[src/rtl/sad_block_compare_if.sv]
// Handshake and result bus for sad_block_compare: pixel-pair input stream,
// threshold, and block result with optional best-match tracking outputs.
interface sad_block_compare_if #(
    parameter int PIX_W = 8,
    parameter int SAD_W = 12,
    parameter int IDX_W = 8
);
    logic             in_valid;
    logic             in_ready;
    logic [PIX_W-1:0] pix_a;
    logic [PIX_W-1:0] pix_b;
    logic [SAD_W-1:0] thr;
    logic             out_valid;
    logic             out_ready;
    logic [SAD_W-1:0] sad;
    logic             over;
    logic [SAD_W-1:0] best_sad;
    logic [IDX_W-1:0] best_idx;

    modport master (
        output in_valid, pix_a, pix_b, thr, out_ready,
        input  in_ready, out_valid, sad, over, best_sad, best_idx
    );

    modport slave (
        input  in_valid, pix_a, pix_b, thr, out_ready,
        output in_ready, out_valid, sad, over, best_sad, best_idx
    );
endinterface

[src/rtl/sad_block_compare.sv]
// Streaming SAD engine: accumulates |a-b| over BLOCK_LEN pairs, then holds the
// saturated SAD and the sad >= thr flag. Macro SAD_BEST_EN adds best-block tracking.
module sad_block_compare #(
    parameter int PIX_W     = 8,
    parameter int BLOCK_LEN = 16,
    parameter int SAD_W     = 12,
    parameter int IDX_W     = 8
) (
    input  logic               clk,
    input  logic               rst,
    input  logic               blk_clr,
    sad_block_compare_if.slave bus
);
    localparam int              CNT_W    = $clog2(BLOCK_LEN);
    localparam logic [CNT_W-1:0] LAST_CNT = CNT_W'(BLOCK_LEN - 1);

    typedef enum logic [0:0] {
        ST_ACCUM = 1'b0,
        ST_HOLD  = 1'b1
    } state_t;

    function automatic logic [PIX_W-1:0] abs_diff(input logic [PIX_W-1:0] a,
                                                  input logic [PIX_W-1:0] b);
        if (a >= b) begin
            abs_diff = a - b;
        end else begin
            abs_diff = b - a;
        end
    endfunction

    // The accumulator clamps at all ones instead of wrapping.
    function automatic logic [SAD_W-1:0] sat_add(input logic [SAD_W-1:0] acc,
                                                 input logic [PIX_W-1:0] d);
        logic [SAD_W:0] s;
        s = {1'b0, acc} + (SAD_W+1)'(d);
        if (s[SAD_W]) begin
            sat_add = {SAD_W{1'b1}};
        end else begin
            sat_add = s[SAD_W-1:0];
        end
    endfunction

    state_t             state_r;
    state_t             state_nxt_s;
    logic [CNT_W-1:0]   count_r;
    logic [SAD_W-1:0]   acc_r;
    logic               out_valid_r;
    logic [SAD_W-1:0]   sad_r;
    logic               over_r;
    logic               accept_s;
    logic               last_s;
    logic               consume_s;
    logic [PIX_W-1:0]   diff_s;
    logic [SAD_W-1:0]   sum_s;

    // Datapath arithmetic for the pair currently presented.
    always_comb begin
        diff_s = abs_diff(bus.pix_a, bus.pix_b);
        sum_s  = sat_add(acc_r, diff_s);
    end

    // Next-state and handshake decode; blk_clr blocks both accept and consume.
    always_comb begin
        state_nxt_s = state_r;
        accept_s    = 1'b0;
        last_s      = 1'b0;
        consume_s   = 1'b0;
        case (state_r)
            ST_ACCUM: begin
                if (bus.in_valid && !blk_clr) begin
                    accept_s = 1'b1;
                    if (count_r == LAST_CNT) begin
                        last_s      = 1'b1;
                        state_nxt_s = ST_HOLD;
                    end else begin
                        last_s = 1'b0;
                    end
                end else begin
                    accept_s = 1'b0;
                end
            end
            ST_HOLD: begin
                if (out_valid_r && bus.out_ready && !blk_clr) begin
                    consume_s   = 1'b1;
                    state_nxt_s = ST_ACCUM;
                end else begin
                    consume_s = 1'b0;
                end
            end
            default: begin
                state_nxt_s = ST_ACCUM;
            end
        endcase
        if (blk_clr) begin
            state_nxt_s = ST_ACCUM;
        end else begin
            state_nxt_s = state_nxt_s;
        end
    end

    // State register.
    always_ff @(posedge clk) begin
        if (rst) begin
            state_r <= ST_ACCUM;
        end else begin
            state_r <= state_nxt_s;
        end
    end

    // Accumulator, pair counter and registered block result.
    always_ff @(posedge clk) begin
        if (rst) begin
            count_r     <= {CNT_W{1'b0}};
            acc_r       <= {SAD_W{1'b0}};
            out_valid_r <= 1'b0;
            sad_r       <= {SAD_W{1'b0}};
            over_r      <= 1'b0;
        end else if (blk_clr) begin
            count_r     <= {CNT_W{1'b0}};
            acc_r       <= {SAD_W{1'b0}};
            out_valid_r <= 1'b0;
        end else if (last_s) begin
            sad_r       <= sum_s;
            over_r      <= (sum_s >= bus.thr);
            out_valid_r <= 1'b1;
            acc_r       <= {SAD_W{1'b0}};
            count_r     <= {CNT_W{1'b0}};
        end else if (accept_s) begin
            acc_r   <= sum_s;
            count_r <= count_r + CNT_W'(1);
        end else if (consume_s) begin
            out_valid_r <= 1'b0;
        end
    end

    assign bus.in_ready  = (state_r == ST_ACCUM);
    assign bus.out_valid = out_valid_r;
    assign bus.sad       = sad_r;
    assign bus.over      = over_r;

`ifdef SAD_BEST_EN
    logic [SAD_W-1:0] best_sad_r;
    logic [IDX_W-1:0] best_idx_r;
    logic [IDX_W-1:0] blk_idx_r;

    // Minimum SAD since clear; strict compare keeps the earliest block on ties.
    always_ff @(posedge clk) begin
        if (rst || blk_clr) begin
            best_sad_r <= {SAD_W{1'b1}};
            best_idx_r <= {IDX_W{1'b0}};
            blk_idx_r  <= {IDX_W{1'b0}};
        end else if (last_s) begin
            blk_idx_r <= blk_idx_r + IDX_W'(1);
            if (sum_s < best_sad_r) begin
                best_sad_r <= sum_s;
                best_idx_r <= blk_idx_r;
            end
        end
    end

    assign bus.best_sad = best_sad_r;
    assign bus.best_idx = best_idx_r;
`else
    assign bus.best_sad = {SAD_W{1'b0}};
    assign bus.best_idx = {IDX_W{1'b0}};
`endif

endmodule

[src/flat_wrapper.sv]
// flat-port wrapper written by rule: the top's interface ports become plain ports
module sad_block_compare_flat 
#(
    parameter int PIX_W     = 8,
    parameter int BLOCK_LEN = 16,
    parameter int SAD_W     = 12,
    parameter int IDX_W     = 8
)
  (clk, rst, blk_clr, bus_in_valid, bus_pix_a, bus_pix_b, bus_thr, bus_out_ready, bus_in_ready, bus_out_valid, bus_sad, bus_over, bus_best_sad, bus_best_idx);
  sad_block_compare_if #(.PIX_W(PIX_W), .SAD_W(SAD_W), .IDX_W(IDX_W)) bus_i ();
  input  logic clk;
  input  logic rst;
  input  logic blk_clr;
  input wire logic [$bits(bus_i.in_valid)-1:0] bus_in_valid;
  input wire logic [$bits(bus_i.pix_a)-1:0] bus_pix_a;
  input wire logic [$bits(bus_i.pix_b)-1:0] bus_pix_b;
  input wire logic [$bits(bus_i.thr)-1:0] bus_thr;
  input wire logic [$bits(bus_i.out_ready)-1:0] bus_out_ready;
  output wire logic [$bits(bus_i.in_ready)-1:0] bus_in_ready;
  output wire logic [$bits(bus_i.out_valid)-1:0] bus_out_valid;
  output wire logic [$bits(bus_i.sad)-1:0] bus_sad;
  output wire logic [$bits(bus_i.over)-1:0] bus_over;
  output wire logic [$bits(bus_i.best_sad)-1:0] bus_best_sad;
  output wire logic [$bits(bus_i.best_idx)-1:0] bus_best_idx;
  assign bus_i.in_valid = bus_in_valid;
  assign bus_i.pix_a = bus_pix_a;
  assign bus_i.pix_b = bus_pix_b;
  assign bus_i.thr = bus_thr;
  assign bus_i.out_ready = bus_out_ready;
  assign bus_in_ready = bus_i.in_ready;
  assign bus_out_valid = bus_i.out_valid;
  assign bus_sad = bus_i.sad;
  assign bus_over = bus_i.over;
  assign bus_best_sad = bus_i.best_sad;
  assign bus_best_idx = bus_i.best_idx;
  sad_block_compare #(.PIX_W(PIX_W), .BLOCK_LEN(BLOCK_LEN), .SAD_W(SAD_W), .IDX_W(IDX_W)) u_core (.clk(clk), .rst(rst), .blk_clr(blk_clr), .bus(bus_i));
endmodule
[config.mk]
export PLATFORM = sky130hd
export DESIGN_NAME = sad_block_compare_flat
export DESIGN_NICKNAME = d
export VERILOG_FILES = /design/src/rtl/sad_block_compare_if.sv /design/src/rtl/sad_block_compare.sv /design/src/flat_wrapper.sv
export SDC_FILE = /design/constraint.sdc
export NUM_CORES = 1
export LEC_CHECK = 0
export ABC_AREA = 1
export ABC_CLOCK_PERIOD_IN_PS = 4800
export BUFFER_PORTS_ARGS = -buffer_cell sky130_fd_sc_hd__buf_2
export CAP_MARGIN = 0
export CORE_MARGIN = 1.5
export CORE_UTILIZATION = 50
export CTS_CLUSTER_DIAMETER = 200
export CTS_CLUSTER_SIZE = 14
export DETAILED_ROUTE_END_ITERATION = 10
export HOLD_SLACK_MARGIN = 0.02
export PLACE_DENSITY_LB_ADDON = 0.2
export SLEW_MARGIN = 20
export SYNTH_ARGS = -nofsm -noshare
export SYNTH_HDL_FRONTEND = slang
export SYNTH_SLANG_ARGS = --single-unit
[constraint.sdc]
create_clock -name clk -period 4.8 [get_ports clk]
set_input_delay 0.24 -clock clk [delete_from_list [all_inputs] [get_ports clk]]
set_output_delay 0.24 -clock clk [all_outputs]
set_load 0.05 [all_outputs]
Yosys cells after proc, flatten, opt, wreduce, memory -nomap -nowiden
Cells that the tools add are included.
{"block": "op_classes", "eq_ne": 2, "add_sub_neg": 4, "reduce_logical": 9, "magnitude_cmp": 2, "muxes": 14, "bitwise_logic": 2}
{"op": "subtractor 8 bit", "count": 2}
{"op": "adder 12 x 8 -> 13 bit", "count": 1}
{"op": ">= comparator 12 bit", "count": 1}
{"op": "two-way mux 12 bit", "count": 1}
{"op": "two-way mux 1 bit", "count": 11}
{"op": ">= comparator 8 bit", "count": 1}
{"op": "two-way mux 8 bit", "count": 1}
{"op": "adder 4 x 1 -> 4 bit (second input constant)", "count": 1}
{"op": "== test 4 bit (second input constant)", "count": 1}
{"op": "AND reduction 2 bit", "count": 2}
{"op": "logical AND 1 bit", "count": 3}
{"op": "OR reduction 3 bit", "count": 1}
{"op": "inequality test 2 bit (second input constant)", "count": 1}
{"op": "inverter 1 bit", "count": 2}
{"op": "one-hot mux 1 bit (2 select lines)", "count": 1}
{"op": "nonzero test 2 bit", "count": 1}
{"op": "OR reduction 2 bit", "count": 1}
{"op": "logical NOT 1 bit", "count": 1}
{"block": "word_totals", "ff_bits": 31, "output_inout_bits": 35}

Logic depth before layout (Yosys ltp)
Gate-level depths: netlist of run 1.
{"block": "logic_depth", "word_depth": 7, "depth_mapped": 28, "depth_no_buf": 28}

Least setup slack after synthesis of run 1
OpenSTA, ideal clock, no wires.
{"block": "synth_path", "path_kind": "input -> register", "from": "input bus_pix_a[0]", "to": "register u_core.over_r (netlist: u_core.bus.over)", "arrival_time_ps": 3288, "t_required_ps": 4680, "stages": 27, "path_slack_ps": 1392, "n_path_buf": 1, "setup_time_ps": 120, "path_cell_list": "inv_1 > ha_1 > inv_1 > fa_1 > nand3_1 > nand2_1 > o21ai_1 > nand2_4 > inv_2 > nand2_1 > nand2_1 > inv_1 > ha_1 > nand2_1 > inv_1 > a21oi_2 > nand2_4 > nand2_4 > buf_12 > nand3_4 > ha_1 > nand2_1 > nor2_1 > nor2_1 > nand3_1 > nor2_1 > a21oi_1"}
{"block": "synth_between", "elab_chain_cells": 5}
{"item": "start: declaration", "line_no": "flat_wrapper.sv:15", "rtl": "input wire logic [$bits(bus_i.pix_a)-1:0] bus_pix_a;"}
{"item": "subtractor 8 bit, or another cell as far along", "line_no": "sad_block_compare.sv:27", "rtl": "abs_diff = b - a;"}
{"item": "two-way mux 8 bit (*)", "line_no": "sad_block_compare.sv:24", "rtl": "if (a >= b) begin"}
{"item": "adder 12 x 8 -> 13 bit (*)", "line_no": "sad_block_compare.sv:35", "rtl": "s = {1'b0, acc} + (SAD_W+1)'(d);"}
{"item": "two-way mux 12 bit (*)", "line_no": "sad_block_compare.sv:36", "rtl": "if (s[SAD_W]) begin"}
{"item": "named net u_core.sum_s[11]", "line_no": "sad_block_compare.sv:54", "rtl": "logic [SAD_W-1:0] sum_s;"}
{"item": ">= comparator 12 bit (*)", "line_no": "sad_block_compare.sv:124", "rtl": "over_r <= (sum_s >= bus.thr);"}
{"item": "end signal: assignment", "line_no": "sad_block_compare.sv:124"}
{"item": "end: declaration", "line_no": "sad_block_compare.sv:49", "rtl": "logic over_r;"}
The timed path passes the listed nets; every way through them passes the cells marked *.
A chain may end at the register's enable or synchronous reset.

Worst setup path in the final report of run 1
Same ends and word-level chain as after synthesis.

==> results of run 1 <==
path summary, 6_finish.rpt:
| kind | to | depth (start not counted) | slack [ns] | start |
|---|---|---|---|---|
| worst min-delay path | u_core.bus.out_valid | 2 | 0.17 | bus_out_ready |
| worst max-delay path | u_core.bus.over | 27 | 1.05 | bus_pix_a[0] |
| worst max register to register | u_core.bus.over | 17 | 2.04 | u_core.acc_r[0] |
| worst min register to register | u_core.bus.out_valid | 1 | 0.47 | u_core.state_r |
state kept, by name (all words and copies together) (netlist names):
name and flops:
u_core.bus.sad 12, u_core.acc_r 12, u_core.bus.out_valid 1, u_core.count_r 4, u_core.state_r 1, u_core.bus.over 1
synthesized netlist by cell type, types with 6 or more instances:
master and instances:
inv_1 85, nor2_1 42, buf_4 20, nand2_1 83, ha_1 37, o21ai_0 26, nand2_4 6, dfxtp_1 31
a21oi_1 21, nand3_1 23, o21ai_1 8, xor2_1 13
power by group:
part | switching, mW | internal, mW
Sequential | 0.00346 | 0.261
Combinational | 0.237 | 0.120
Clock | 0.0958 | 0.112
Total | 0.336 | 0.494
logic make-up (layout without fill, tap and decap cells):
family	count (synthesis)	after routing
buffers and inverters	119	145
and+or+nand+nor	176	176
DFF	31	31
other	1	20
adders and majority gates	40	40
xor gates and xnor gates	15	15
AOI/OAI and AO/OA	75	75
layout make-up:
class                   instances  share of cell area, %
flip-flops and latches         31                  18.36
repair buffers                 47                  6.960
well taps                      75                  2.777
inverters                      91                  10.14
clock inverters                 1                 0.1481
multi-input cells             326                  59.16
clock buffers                   6                  2.444
metal layers:
metal | global-route usage, % | up-vias | wire length (um)
li1 | - | 1490 | -
met1 | 28.67 | 1229 | 3292
met2 | 33.77 | 59 | 2937
met3 | 3.667 | 9 | 235
met4 | 4.068 | 0 | 63
met5 | 0 | - | 0
worst max-delay path: stages:
cell	delay, ns
buf_2	0.10
inv_1	0.05
ha_1	0.16
inv_1	0.07
fa_1	0.42
nand3_1	0.09
nand2_1	0.08
o21ai_1	0.23
nand2_4	0.13
inv_2	0.11
nand2_1	0.06
nand2_1	0.07
inv_1	0.04
ha_1	0.33
nand2_1	0.08
nand2_1	0.08
a21oi_2	0.17
nand2_4	0.10
nand2_4	0.21
nand3_1	0.17
ha_1	0.32
a21oi_1	0.16
nor2_1	0.06
nor2_1	0.09
nand3_1	0.09
nor2_1	0.11
a21oi_1	0.08
through the flow:
step / worst slack, ns / util [%] / cell area (um2) / std cells
after CTS: 1.073 / 56.41 / 3379 / 577
after global placement: 0.9246 / 54.95 / 3292 / 570
after floorplan: 1.392 / - / 3192 / 476
after detailed placement: 0.8003 / 54.95 / 3292 / 570
final: 1.047 / 56.41 / 3379 / 577
after global routing: 0.6463 / 56.41 / 3379 / 577
==> impl_results.md, run 1 <==
- Status: complete, no violations
- Avg WL per Cell: 11.32 um
- Setup Fix Bufs, Post-CTS: 0
- Post-synthesis simple-gate area fraction: 27.11%
- Max-Cap Viols: 0
- Post-synthesis xor/xnor area fraction: 4.210%
- Fin. max-slew vios: 0
- Crit path kind: primary input to register
- Syn Inst Count: around 460
- Die height: roughly 80 um
- Hold Path Class: primary input to register
- Nets@finish: 575
- DRT antenna net count: 0
- Pleak: 1.966 nW
- Total CTS buffers: 5
- Largest net degree at the start of global routing: 20
- CTS tree: built
- Core region area: 5991 um2
- GRT Residual Overflow: 0
- Die area: around 6700 um2
- 1st-iter DRT viols: 150
- Synth Area in Adders: 16.76%
- Post-synthesis mux area share: 0%
- EDFF count, synth: 0
- FILL cells: 597
- Yosys top cell by area: dfxtp_1
- Global-route wire length before repair: between 10000 and 15000 um
- Final Hold Fails: 0
- Largest cells by area after synthesis: dfxtp_1 20%, ha_1 15%, inv_1 10%
- Max Root-Sink Buffers: 2
- I/O Pins: 68
- WL final: 6529 um
- Fraction of registers with async set/reset: 0%
- Final TNS setup: 0 ns
- Hold Slack: between 0.15 and 0.2 ns
- Average cell area after synthesis: roughly 6.8 um2
- Max IR drop VDD: 0.0002200 V
- Compound-gate portion of the synthesized area: 13.59%
- Avg Vias per Cell: between 4 and 5
- Worst Path Max Fanout: 14
- Synthesis-to-layout area growth: 8.300%
- Share of layout cells above drive strength 1: between 10% and 20%
- Most frequent cells in the layout: 85 x inv_1, 83 x nand2_1, 47 x buf_2
- DR vias: 2787
- HPWL Detailed: 5286 um
- Aggregate global-route resource usage: 20.75%
- Initial DRT Pass Iterations: 4
- Crit path capture type: register
- Worst-Skew Late Latency: between 0.2 and 0.3 ns
- Root Buffer: clkbuf_8
- Routability cong.: 0.8718
- Min Tclk post-route: 3.754 ns
- Hold_buf cts: 0
- Largest family of logic cells by synthesized area: simple AND/OR/NAND/NOR gates
- Fmax: 266.4 MHz
- DRC: 0
- Initial antenna violation count: 0
- Share of the synthesized area in the top cell type: 19.89%
- Sequential fraction of the synthesis area: 19.89%
- Starting Density: 52.09%
- Pwr Density: 245.4 nW/um2
- Synth Flop Type: dfxtp_1
- Multi-input logic area: 1999 um2
- Startpoint Class: primary input
- # setup viols final: 0
- Flops & latches, synth: 31
- Number of port buffers: between 40 and 50
- Die Wd: 82 um
- Total power: 0.8295 mW
- Row count: 28
- Clock Skews: 0.004552 ns
- Final Cycle Share: 78.20%
- CTS resizes: 0
- # clock sinks: 31
- Unrepaired setup endpoints after global routing: false
- Clock slew at reported path FFs: ~0.070 ns
- # diodes: 0
- WP data arrival: 3.93 ns
- Slew at the pin closest to its max-slew limit: 0.5164 ns
- Vias in the first global route: 2519
- H-tree depth: 2
- Most common cell after layout, fill and taps aside: inv_1
- Synth cell types: 37
- Worst EP required: between 4 and 5 ns
- Post-synthesis cell area: 3120 um2
- FF+latch area: 620.6 um2
- Synth warn: 0
- Relative slew slack: 65.54%
No activity file was read; power rests on OpenSTA's default activity.
==> inputs of run 2 (changes only) <==
--- a/config.mk
+++ b/config.mk
@@ -6,7 +6,7 @@
 export NUM_CORES = 1
 export LEC_CHECK = 0
 export ABC_AREA = 1
-export ABC_CLOCK_PERIOD_IN_PS = 4800
+export ABC_CLOCK_PERIOD_IN_PS = 3500
 export BUFFER_PORTS_ARGS = -buffer_cell sky130_fd_sc_hd__buf_2
 export CAP_MARGIN = 0
 export CORE_MARGIN = 1.5
==> constraint.sdc (replaced) <==
create_clock -name clk -period 3.5 [get_ports clk]
set_input_delay 0.175 -clock clk [delete_from_list [all_inputs] [get_ports clk]]
set_output_delay 0.175 -clock clk [all_outputs]
set_load 0.05 [all_outputs]
==> impl_results.md, run 2 (synthesis results as in run 1) <==
- CTS tree: built
- 1st-iter DRT viols: 177 (+18%)
- # diodes: 0 (unchanged)
- Power share of the sequential group: 25.3% (-6.6 points)
- Largest net degree at the start of global routing: 20 (unchanged)
- Most common cell after layout, fill and taps aside: inv_1
- Starting Density: 52.09% (unchanged)
- DR vias: 3131 (+12%)
- Root Buffer: clkbuf_8
- Clock power frac: 25.8% (+0.7 points)
- Final Hold Fails: 0 (unchanged)
- Global-route wire length before repair: 11250 um (+3.4%)
- # clock sinks: 31 (unchanged)
- Hold_buf cts: 0 (unchanged)
- Fmax: 303.9 MHz
- Nets@finish: 631 (+9.7%)
- Max IR drop VDD: 0.0002457 V (+12%)
- Avg WL per Cell: 11.93 um (+5.4%)
- Die height: 82 um (unchanged)
- Share of layout cells above drive strength 1: 33.27% (+16 points)
- Row count: 28 (unchanged)
- Power Internal: 0.8911 mW (+80%)
- Synthesis-to-layout area growth: 30.11%
- Initial DRT Pass Iterations: 5 (+1)
- Avg Vias per Cell: 4.938 (+2.2%)
- Max Root-Sink Buffers: 2 (unchanged)
- Initial antenna violation count: 0 (unchanged)
- Clock Skews: 0.007613 ns (+0.003061 ns)
- Combinational Power Share: 48.9% (+5.9 points)
- Most frequent cells in the layout: 81 x inv_1, 73 x nand2_1, 54 x buf_4
- Finished Core Util: 67.77% (+11 points)
- Total CTS buffers: 5 (unchanged)
- Final Cycle Share: 94.00%
- Crit path kind: primary input to register
- HPWL Detailed: 5688 um (+7.6%)
- GRT Residual Overflow: 0 (unchanged)
- Number of port buffers: 47 (unchanged)
- Reg2Reg Depth: 18 (+1)
- Dpl ws: -0.2520 ns (-1.052 ns)
- Crit path capture type: register
- H-tree depth: 2 (unchanged)
- Area after DPL: 3675 um2 (+12%)
- Worst Path Max Fanout: 7 (-7)
- Pwr Density: 355.3 nW/um2 (+45%)
- Fin area: 4060 um2 (+20%)
- Core region area: 5991 um2 (unchanged)
- Min Tclk post-route: 3.290 ns
- Die Wd: 82 um (unchanged)
- Sw Ratio: 38.23% (-2.3 points)
- Pleak: 2.266 nW (+15%)
- Switch Pwr: 0.5514 mW (+64%)
- Startpoint Class: primary input
- DRC: 0 (unchanged)
- Aggregate global-route resource usage: 21.47% (+0.72 points)
- Fin. max-slew vios: 0 (unchanged)
- DRT antenna net count: 0 (unchanged)
- Final worst slack: 0.2098 ns (-0.8367 ns)
- Worst Hold Path Cells: 2 (unchanged)
- WL final: 7563 um (+16%)
- Vias in the first global route: 2755 (+9.4%)
- Final TNS setup: 0 ns (unchanged)
- # setup viols final: 0 (unchanged)
- Routability cong.: 0.8496 (-2.5%)
- Worst EP required: 3.67 ns (-1.30 ns)
- Max-Cap Viols: 0 (unchanged)
- Worst-Skew Late Latency: 0.28 ns (about the same)
- Die area: 6724 um2 (unchanged)
- Hold Path Class: primary input to register
- I/O Pins: 68 (unchanged)
- WP data arrival: 3.46 ns (-0.47 ns)
- Clock slew at reported path FFs: 0.07 ns (about the same)
- Status: complete, no violations
[run 2: cell count changes in the layout (fill, tap and decap cells not counted), moves of 4 or more]
cell	change
a21oi_1	-6
a21oi_2	+6
buf_4	+54
ha_1	-8
ha_4	+7
inv_1	-4
nand2_1	-10
nand2_2	+11
nand3_1	-6
nand3_2	+6
[run 2: worst paths after layout]
path / start / end / slack (ns)
hold reg to reg: u_core.state_r / u_core.bus.out_valid / 0.47
setup / recovery: bus_pix_a[0] / u_core.bus.over / 0.21
setup reg to reg: u_core.acc_r[0] / u_core.bus.over / 0.79
hold / removal: bus_out_ready / u_core.bus.out_valid / 0.11
[run 2: repair_timing]
item,in CTS,in global routing
setup endpoints to repair,1,1
gates resized for setup,1,52
setup buffers,0,3
pin swaps,0,20
gates cloned,0,2
[run 2: metal layers]
layer	share of wire, %	vias to the layer above	GRT usage [%]	wire length (um)
li1	-	1600	-	-
met1	46	1442	27.38	3497
met2	50	80	37.38	3746
met3	3.5	9	4.000	263
met4	0.74	0	4.576	56
met5	0	-	0	0
[run 2: metrics by stage]
step	instances	power (mW)	hold slack, ns
final	634	1.442	0.1063
after global placement	621	0.9611	0.3973
after CTS	629	1.341	0.09987
after detailed placement	621	0.9690	0.3992
after global routing	634	1.533	0.1106
after floorplan	476	0.7696	0.2855
[run 2: final cells by class]
type                    count  area [um2]
inverters                  91       345.3
repair buffers            101       640.6
clock buffers               6       82.58
well taps                  75       93.84
clock inverters             2       35.03
flip-flops and latches     31       620.6
multi-input cells         328        2242
fillers                   525        1931
[run 2: power by group through the flow]
stage | Sequential [mW] | Clock [mW] | Combinational [mW]
floorplan | 0.370 | 0 | 0.400
global placement | 0.371 | 0 | 0.590
detailed placement | 0.371 | 0 | 0.598
CTS | 0.363 | 0.375 | 0.604
global route | 0.365 | 0.391 | 0.777
finish | 0.364 | 0.372 | 0.706
[run 2: worst max-delay path: stages]
cell      delay [ns]
buf_2           0.11
inv_2           0.06
ha_4            0.13
inv_2           0.04
fa_2            0.37
nand3_2         0.08
nand2_2         0.08
o21ai_4         0.18
nand2_4         0.11
o21ai_4         0.17
inv_2           0.05
fa_2            0.34
inv_2           0.07
nand3_2         0.06
nand2_2         0.09
nand2_2         0.07
nand2_4         0.16
o211ai_1        0.11
o21ai_1         0.12
inv_1           0.06
ha_1            0.29
nand4_1         0.14
inv_1           0.07
nand2_1         0.07
nand3_1         0.06
nor2_1          0.11
a21oi_1         0.07
